===== src/rtl/text_console_writer_pkg.sv =====
// +--------------------------------------------------------------------------+
// | text_console_writer_pkg : geometry, control codes and states shared with |
// | the text scanout stage.                  Rev 1.0                         |
// +--------------------------------------------------------------------------+
`default_nettype none

package text_console_writer_pkg;

  localparam int TXT_COLS  = 80;
  localparam int TXT_ROWS  = 51;
  localparam int TXT_CELLS = TXT_COLS * TXT_ROWS;

  localparam logic [7:0] CH_BS    = 8'h08;
  localparam logic [7:0] CH_LF    = 8'h0A;
  localparam logic [7:0] CH_FF    = 8'h0C;
  localparam logic [7:0] CH_CR    = 8'h0D;
  localparam logic [7:0] CH_BLANK = 8'h20;

  typedef enum logic [1:0] {
    CLEAR_ALL  = 2'd0,
    IDLE       = 2'd1,
    CLEAR_LINE = 2'd2
  } state_t;

endpackage

`default_nettype wire


===== src/rtl/text_console_writer.sv =====
// +--------------------------------------------------------------------------+
// | text_console_writer : turns a CPU byte stream into char RAM writes,      |
// | tracking a cursor and running screen/line clears.      Rev 1.0           |
// +--------------------------------------------------------------------------+
`default_nettype none

module text_console_writer
  import text_console_writer_pkg::*;
#(
  parameter int         COLS  = TXT_COLS,
  parameter int         ROWS  = TXT_ROWS,
  parameter logic [7:0] BLANK = CH_BLANK
) (
  input  logic        pixel_clk,
  input  logic        rst_n,
  input  logic        in_valid,
  input  logic [7:0]  in_char,
  output logic        in_ready,
  output logic        wr_en,
  output logic [11:0] wr_addr,
  output logic [7:0]  wr_data,
  output logic [6:0]  cursor_col,
  output logic [5:0]  cursor_row,
  output logic        busy
);

  localparam logic [11:0] c_last_addr = 12'(COLS * ROWS - 1);
  localparam logic [11:0] c_last_col_cnt = 12'(COLS - 1);
  localparam logic [11:0] c_cols = 12'(COLS);
  localparam logic [6:0]  c_last_col = 7'(COLS - 1);
  localparam logic [5:0]  c_last_row = 6'(ROWS - 1);

  state_t      r_state;
  logic [11:0] r_clr_cnt;
  logic [6:0]  r_col;
  logic [5:0]  r_row;
  logic [11:0] r_line_base;

  logic [11:0] w_cur_addr;
  logic        w_is_ctrl;
  logic        w_adv_row;

  assign in_ready   = (r_state == IDLE);
  assign busy       = (r_state != IDLE);
  assign cursor_col = r_col;
  assign cursor_row = r_row;

  assign w_cur_addr = r_line_base + 12'(r_col);
  assign w_is_ctrl  = (in_char == CH_BS) || (in_char == CH_LF) ||
                      (in_char == CH_FF) || (in_char == CH_CR);
  // LF or a printable landing in the last column pushes the cursor down a row
  assign w_adv_row  = (in_char == CH_LF) || (!w_is_ctrl && (r_col == c_last_col));

  always_ff @(posedge pixel_clk or negedge rst_n) begin
    if (!rst_n) begin
      r_state     <= CLEAR_ALL;
      r_clr_cnt   <= '0;
      r_col       <= '0;
      r_row       <= '0;
      r_line_base <= '0;
      wr_en       <= 1'b0;
      wr_addr     <= '0;
      wr_data     <= BLANK;
    end else begin
      wr_en <= 1'b0;
      case (r_state)
        CLEAR_ALL: begin
          wr_en     <= 1'b1;
          wr_addr   <= r_clr_cnt;
          wr_data   <= BLANK;
          r_clr_cnt <= r_clr_cnt + 12'd1;
          if (r_clr_cnt == c_last_addr) r_state <= IDLE;
        end
        CLEAR_LINE: begin
          wr_en     <= 1'b1;
          wr_addr   <= r_line_base + r_clr_cnt;
          wr_data   <= BLANK;
          r_clr_cnt <= r_clr_cnt + 12'd1;
          if (r_clr_cnt == c_last_col_cnt) r_state <= IDLE;
        end
        IDLE: begin
          if (in_valid) begin
            case (in_char)
              CH_FF: begin
                // Cell 0 is blanked on the accept edge so the clear spans exactly CELLS cycles
                r_col       <= '0;
                r_row       <= '0;
                r_line_base <= '0;
                wr_en       <= 1'b1;
                wr_addr     <= '0;
                wr_data     <= BLANK;
                r_clr_cnt   <= 12'd1;
                r_state     <= CLEAR_ALL;
              end
              CH_CR, CH_LF: r_col <= '0;
              CH_BS: begin
                if (r_col != '0) begin
                  r_col   <= r_col - 7'd1;
                  wr_en   <= 1'b1;
                  wr_addr <= w_cur_addr - 12'd1;
                  wr_data <= BLANK;
                end
              end
              default: begin
                wr_en   <= 1'b1;
                wr_addr <= w_cur_addr;
                wr_data <= in_char;
                r_col   <= (r_col == c_last_col) ? 7'd0 : r_col + 7'd1;
              end
            endcase
            if (w_adv_row) begin
              if (r_row == c_last_row) begin
                r_row       <= '0;
                r_line_base <= '0;
                r_clr_cnt   <= '0;
                r_state     <= CLEAR_LINE;
              end else begin
                r_row       <= r_row + 6'd1;
                r_line_base <= r_line_base + c_cols;
              end
            end
          end
        end
        default: r_state <= CLEAR_ALL;
      endcase
    end
  end

endmodule

`default_nettype wire


===== config.mk =====
export PLATFORM = sky130hd
export DESIGN_NAME = text_console_writer
export DESIGN_NICKNAME = d
export VERILOG_FILES = /design/src/rtl/text_console_writer_pkg.sv /design/src/rtl/text_console_writer.sv
export SDC_FILE = /design/constraint.sdc
export NUM_CORES = 1
export LEC_CHECK = 0
export CORE_MARGIN = 5
export CORE_UTILIZATION = 56
export CTS_CLUSTER_SIZE = 8
export DETAILED_ROUTE_END_ITERATION = 16
export PLACE_DENSITY_LB_ADDON = 0.3
export SLEW_MARGIN = 0
export SYNTH_ARGS = -nofsm -noshare
export SYNTH_HDL_FRONTEND = slang
export SYNTH_SLANG_ARGS = --single-unit
export TNS_END_PERCENT = 50

===== constraint.sdc =====
create_clock -name pixel_clk -period 3.3 [get_ports pixel_clk]
set_input_delay 0.825 -clock pixel_clk [delete_from_list [all_inputs] [get_ports pixel_clk]]
set_output_delay 0.825 -clock pixel_clk [all_outputs]
set_load 0.005 [all_outputs]

==> summary.txt, run 1 <==
STA
  – Final setup viols: 0
  – RSZ-0062 raised after global routing: false
  – Worst-Margin Slew: roughly 700 ps
  – Setup Skew: slightly below 8 ps
  – Final hold slack: roughly 490 ps
  – Final Max Slew Viols: 0
  – Final Cycle Share: 88.9%
  – Min Clock Period, post-route: roughly 2900 ps
  – Maximum clock frequency: between 0.3 and 0.4 GHz
  – Relative slew slack: 53.7%
  – Final hold viol count: 0
  – TNS Setup: 0 ps
  – Final setup margin: 368 ps

Finish
  – Antenna diodes: 0
  – Most frequent cells in the layout: nand2_1 (57), dfrtp_1 (55), o21ai_0 (52)
  – Final Cell Area: 4970 um2
  – Share of cells above drive strength 1: 13.1%
  – Post-route insts no fill: 643
  – Area grow syn2layout: 21.7%
  – Post-layout util: between 60% and 70%
  – Nets@finish: 575
  – Commonest non-fill, non-tap cell in the layout: nand2_1

Clock tree
  – Clock Path Buffers: 2
  – Post-CTS Resized: 0
  – CTS tree: done
  – Later-pin clock latency in the skew report: about 330 ps
  – TritonCTS buffer count: 5
  – Clock-pin slew on the worst setup and hold paths: approximately 110 ps
  – CTS Sinks: between 50 and 60
  – H-tree Lvls: 2
  – Post-CTS Setup Bufs: 0
  – # hold bufs at CTS: 0
  – Root Driver: clkbuf_8

Routing
  – DR pass1 iterations: 5
  – WL final: 11.6 mm
  – Vias per Instance: between 6 and 7
  – DRC viols: 0
  – Routed Antenna Nets: 0
  – DR vias: 4107
  – Avg WL per Cell: between 15 and 20 um
  – Initial detailed-routing violation count: between 200 and 250

Power and ir drop
  – Sw power: between 1 and 1.5 mW
  – Power share of the clock group: approximately 13%
  – Logic gate share of total power: 51.6%
  – VDD IR-drop max: 0.424 mV
  – PD cells: 658 nW/um2
  – Internal power: between 1.5 and 2 mW
  – Net Sw Frac: a little over two fifths
  – Sequential power share: a little over a third
  – Static Leak: ~2.1 nW
  – Total power: between 3 and 4 mW

Critical path
  – R2R depth: 7
  – Required @ worst endpoint: between 3000 and 4000 ps
  – Reg2reg end: wr_addr[7]
  – FF-to-FF Start: r_line_base[5]
  – CP Capture Type: register
  – WS Path Type: primary input to register
  – Crit-path max FO: 4
  – Worst reg-to-reg setup slack: roughly 560 ps
  – Startpoint Class: primary input
  – Crit path arrival time: ~3100 ps

Die
  – Initial core utilization: a little under three fifths
  – DIE WIDTH: 95.4 um
  – Core Region: a little over 7000 um2
  – I/O Pins: between 40 and 50
  – Die ar.: just over 9000 um2
  – Die Ht: between 90 and 100 um
  – Rows: 31

Yosys
  – Yosys reg bits: 56
  – Top-area cell type share of the netlist area: between 30 and 40%
  – Ys async rst share: 100%
  – Post-synth EDFFs: 0
  – Post-synthesis cell type count: between 60 and 70
  – Synth area leaders: dfrtp_1 (34%), ha_1 (6.4%), o21ai_0 (6.4%)
  – Syn_area_per_cell: around 8.6 um2
  – Post-Syn Instances: roughly 480
  – Top FF cell, synth: dfrtp_1
  – Warnings from Yosys: 0
  – Leading area contributor after synthesis: dfrtp_1
  – Sequential share of the synthesized area: roughly a third
  – Net Count, Synth: around 510
  – Synth Cell Area: between 4000 and 5000 um2

Hold path
  – Hold endpoint: wr_data[3]
  – Hold depth: 2
  – Hold crit path type: register to register
  – HP Start: wr_data[3]

Status
  – Status: finished, final reports clean

Global route
  – Vias in the first global route: between 4000 and 5000
  – Largest net degree at the start of global routing: 30
  – Gr usage total: a little over a quarter
  – GRT Residual Overflow: 0
  – First-pass GRT wire length: 19.9 mm
  – Initial antenna violation count: 0

Placed design
  – Setup Slack @ Placement: between 40 and 50 ps
  – I/O Buffers: 46
  – Placed instance area: 4880 um2
  – Placer Congestion: 0.921
  – DPL Wire Length: ~8.7 mm
  – Placed instance count: 635

Job
  – Max_cap viols: 0
-- how the worst max path moves through the flow --
stage / from / endpoint / slack (ps) / cells after the start
3_5_place_dp: in_char[7] / r_line_base[8] / 50 / 8
6_report: in_char[7] / r_line_base[8] / 370 / 8
5_1_grt: in_char[7] / r_line_base[8] / 40 / 8
2_1_floorplan: in_char[7] / wr_addr[9] / 610 / 6
3_3_place_gp: in_char[7] / wr_addr[9] / 130 / 8
4_1_cts: in_char[7] / r_line_base[8] / 400 / 8
-- worst max-delay path: stages --
cell	delay (ps)
clkdlybuf4s50_1	420
or4_4	590
o311ai_0	410
o21ai_0	270
nand2_1	140
buf_4	140
a2bb2oi_1	240
o31ai_2	110
-- flip-flops by register name (all words and copies together), names as in the netlist --
name         cells
r_state          2
wr_en            1
wr_data          8
wr_addr         12
cursor_col       7
r_clr_cnt       12
r_line_base      8
cursor_row       6
-- power by group through the flow --
stage	combinational (mW)	clock, mW	sequential, mW
CTS	1.67	0.416	1.16
floorplan	0.965	0	1.11
global placement	1.61	0	1.17
finish	1.69	0.411	1.17
global route	1.87	0.442	1.21
detailed placement	1.66	0	1.18
-- cells in the mapped netlist, types with 4 or more instances --
library cell   n
o21ai_0       52
nor4_1         4
o31ai_2        4
xor2_1        13
nor2b_1        5
nor3b_1        5
or3_1          5
nor3_1         8
inv_1         11
nand2b_1       8
a22o_1         6
xnor2_1        8
nand3_1       13
a211oi_1       6
nor2_1        33
ha_1          21
nand2_1       57
or2_2          5
o41ai_1        4
nand4_1        7
clkbuf_1      17
a21oi_1       26
dfrtp_1       55
a2bb2oi_1      5
o22ai_1        6
a31oi_1       10
o31ai_1        6
and3_1         8
a21o_1         6
-- cell type report --
type                            count  area (um2)
Multi-Input combinational cell    386        2550
Clock buffer                        5        68.8
Clock inverter                      3        25.0
Timing Repair Buffer               83         758
Inverter                           11        41.3
Sequential cell                    56        1400
Fill cell                         605        2210
Tap cell                           99         124
-- cell families after synthesis --
group	count (synthesis)	share of synthesized area [%]
simple gates	172	21.9
compound gates	167	28.1
flops	56	34.3
buf+inv	33	3.40
xor+xnor	21	4.50
fa+ha+maj	21	6.43
mux	5	1.29
-- routing by layer --
layer,share of wire [%],up-vias,track usage (%)
met5,0,-,0
met3,7.2,26,4.18
met4,2.1,0,9.00
li1,-,1919,-
met2,48,186,45.8
met1,42,1976,36.4
Note: power is estimated with default switching activity, not from simulation.
==> inputs of run 2 (changes only) <==
GPL_ROUTABILITY_DRIVEN = 0   (was unset)
==> summary.txt, run 2 (same netlist as run 1, synthesis figures left out) <==
STA
  – Final hold viol count: 0
  – Final Cycle Share: 91.8%
  – Final hold slack: between 400 and 500 ps
  – Relative slew slack: roughly half
  – RSZ-0062 raised after global routing: false
  – Min Clock Period, post-route: about 3000 ps
  – Maximum clock frequency: 0.330 GHz
  – Worst-Margin Slew: roughly 740 ps
  – Final Max Slew Viols: 0
  – TNS Setup: 0 ps
  – Final setup viols: 0
  – Final setup margin: 271 ps
  – Setup Skew: 13.4 ps

Routing
  – Routed Antenna Nets: 0
  – Avg WL per Cell: approximately 18 um
  – DR pass1 iterations: 5
  – Initial detailed-routing violation count: 277
  – DR vias: between 4000 and 5000
  – WL final: approximately 12 mm
  – DRC viols: 0
  – Vias per Instance: between 6 and 7

Status
  – Status: finished, final reports clean

Die
  – DIE WIDTH: approximately 95 um
  – Core Region: around 7200 um2
  – Die Ht: 95.4 um
  – Die ar.: between 9000 and 10000 um2
  – Initial core utilization: 56.9%
  – I/O Pins: 47
  – Rows: 31

Critical path
  – Required @ worst endpoint: roughly 3500 ps
  – WS Path Type: primary input to register
  – Startpoint Class: primary input
  – CP max stage cell: or4_4
  – Crit path arrival time: 3210 ps
  – CP bufs+invs: 2
  – CP Capture Type: register
  – Reg2reg end: wr_addr[9]
  – CP cell instances: clkdlybuf4s50_1 > or4_4 > nor4_1 > buf_4 > o2111ai_1 > nor3b_1 > mux2i_1 > a31oi_1
  – Critical path's top delay family: simple AND/OR/NAND/NOR gates
  – FF-to-FF Start: r_line_base[5]
  – Critical path depth in cells: 8
  – Worst reg-to-reg setup slack: 590 ps
  – R2R depth: 7
  – Slowest stage delay, CP: ~600 ps
  – Crit-path max FO: 4

Power and ir drop
  – Internal power: 1.87 mW
  – Logic gate share of total power: between 50% and 60%
  – PD cells: between 600 and 700 nW/um2
  – Sw power: ~1.4 mW
  – VDD IR-drop max: roughly 0.32 mV
  – Net Sw Frac: 42.9%
  – Sequential power share: between 30% and 40%
  – Power share of the clock group: 12.5%
  – Static Leak: 2.12 nW

Finish
  – Most frequent cells in the layout: nand2_1 (57), dfrtp_1 (55), o21ai_0 (52)
  – Share of cells above drive strength 1: between 10% and 20%
  – Antenna diodes: 0
  – Post-layout util: about 70%
  – Commonest non-fill, non-tap cell in the layout: nand2_1
  – Nets@finish: approximately 580
  – Multi-input logic area: around 2500 um2
  – Area grow syn2layout: 21.1%
  – Fill count: about 590
  – Regs by FF count: r_clr_cnt x12, wr_addr x12
  – Register area: between 1000 and 1500 um2

Hold path
  – Hold crit path type: register to register
  – Hold depth: 2
  – HP Start: wr_addr[2]
  – Hold endpoint: wr_addr[2]

Clock tree
  – Post-CTS Resized: 0
  – TritonCTS buffer count: 5
  – Post-CTS Setup Bufs: 0
  – Root Driver: clkbuf_8
  – CTS Sinks: 56
  – Clock-pin slew on the worst setup and hold paths: about 110 ps
  – # hold bufs at CTS: 0
  – Clock Path Buffers: 2
  – CTS tree: done
  – H-tree Lvls: 2
  – Later-pin clock latency in the skew report: approximately 320 ps

Job
  – Max_cap viols: 0

Global route
  – GRT Residual Overflow: 0
  – Vias in the first global route: a little under 4000
  – Gr usage total: roughly 27%
  – Largest net degree at the start of global routing: 57
  – First-pass GRT wire length: roughly 20 mm
  – Initial antenna violation count: 0

Placed design
  – I/O Buffers: 46
  – Setup Slack @ Placement: around 9.4 ps
  – DPL Wire Length: between 8 and 9 mm
## run 2: worst max path at each step
stage,slack [ps],endpoint,start
finish,270,wr_addr[11],in_char[7]
global route,140,cursor_row[3],in_char[7]
CTS,310,wr_addr[11],in_char[7]
detailed placement,9,r_line_base[8],in_char[7]
global placement,70,wr_addr[8],in_char[0]
floorplan,610,wr_addr[9],in_char[7]
## run 2: worst register-to-register path, delay by kind of cell (launching register included)
family | cells | cell delay, ps
flip-flops | 1 | 480
adder cells (fa/ha/maj) | 1 | 390
AO/OA/AOI/OAI | 6 | 1720
## run 2: through the flow
stage / power (mW) / cell area [um2] / instances
5_1_grt: 3.51 / 4950 / 643
2_1_floorplan: 2.07 / 4080 / 475
4_1_cts: 3.26 / 4950 / 643
3_3_place_gp: 2.78 / 4850 / 635
6_report: 3.27 / 4950 / 643
3_5_place_dp: 2.84 / 4850 / 635
## run 2: final cells by class
cell class / instances / share of cell area [%]
flip-flops and latches: 56 / 28.4
multi-input cells: 386 / 51.6
inverters: 11 / 0.835
well taps: 99 / 2.50
repair buffers: 83 / 14.8
clock buffers: 5 / 1.39
clock inverters: 3 / 0.531
## run 2: power groups by stage
stage / logic (mW) / clock network (mW) / registers, mW
after floorplan: 0.965 / 0 / 1.11
after global placement: 1.61 / 0 / 1.17
after detailed placement: 1.66 / 0 / 1.18
after CTS: 1.68 / 0.419 / 1.16
after global routing: 1.86 / 0.444 / 1.21
final: 1.68 / 0.410 / 1.17
## run 2: metal layers
layer	wire [um]	GRT usage, %	up-vias
met5	0	0	-
met3	754	3.79	27
met4	221	7.11	0
met2	5610	45.6	188
met1	5030	37.6	1949
li1	-	-	1930
==> inputs of run 3 (changes only) <==
SKIP_LAST_GASP = 1   (was unset)
SLEW_MARGIN = 20   (was 0)
==> results of run 3 <==
Final layout, timing and power as in run 2 (identical DEF).
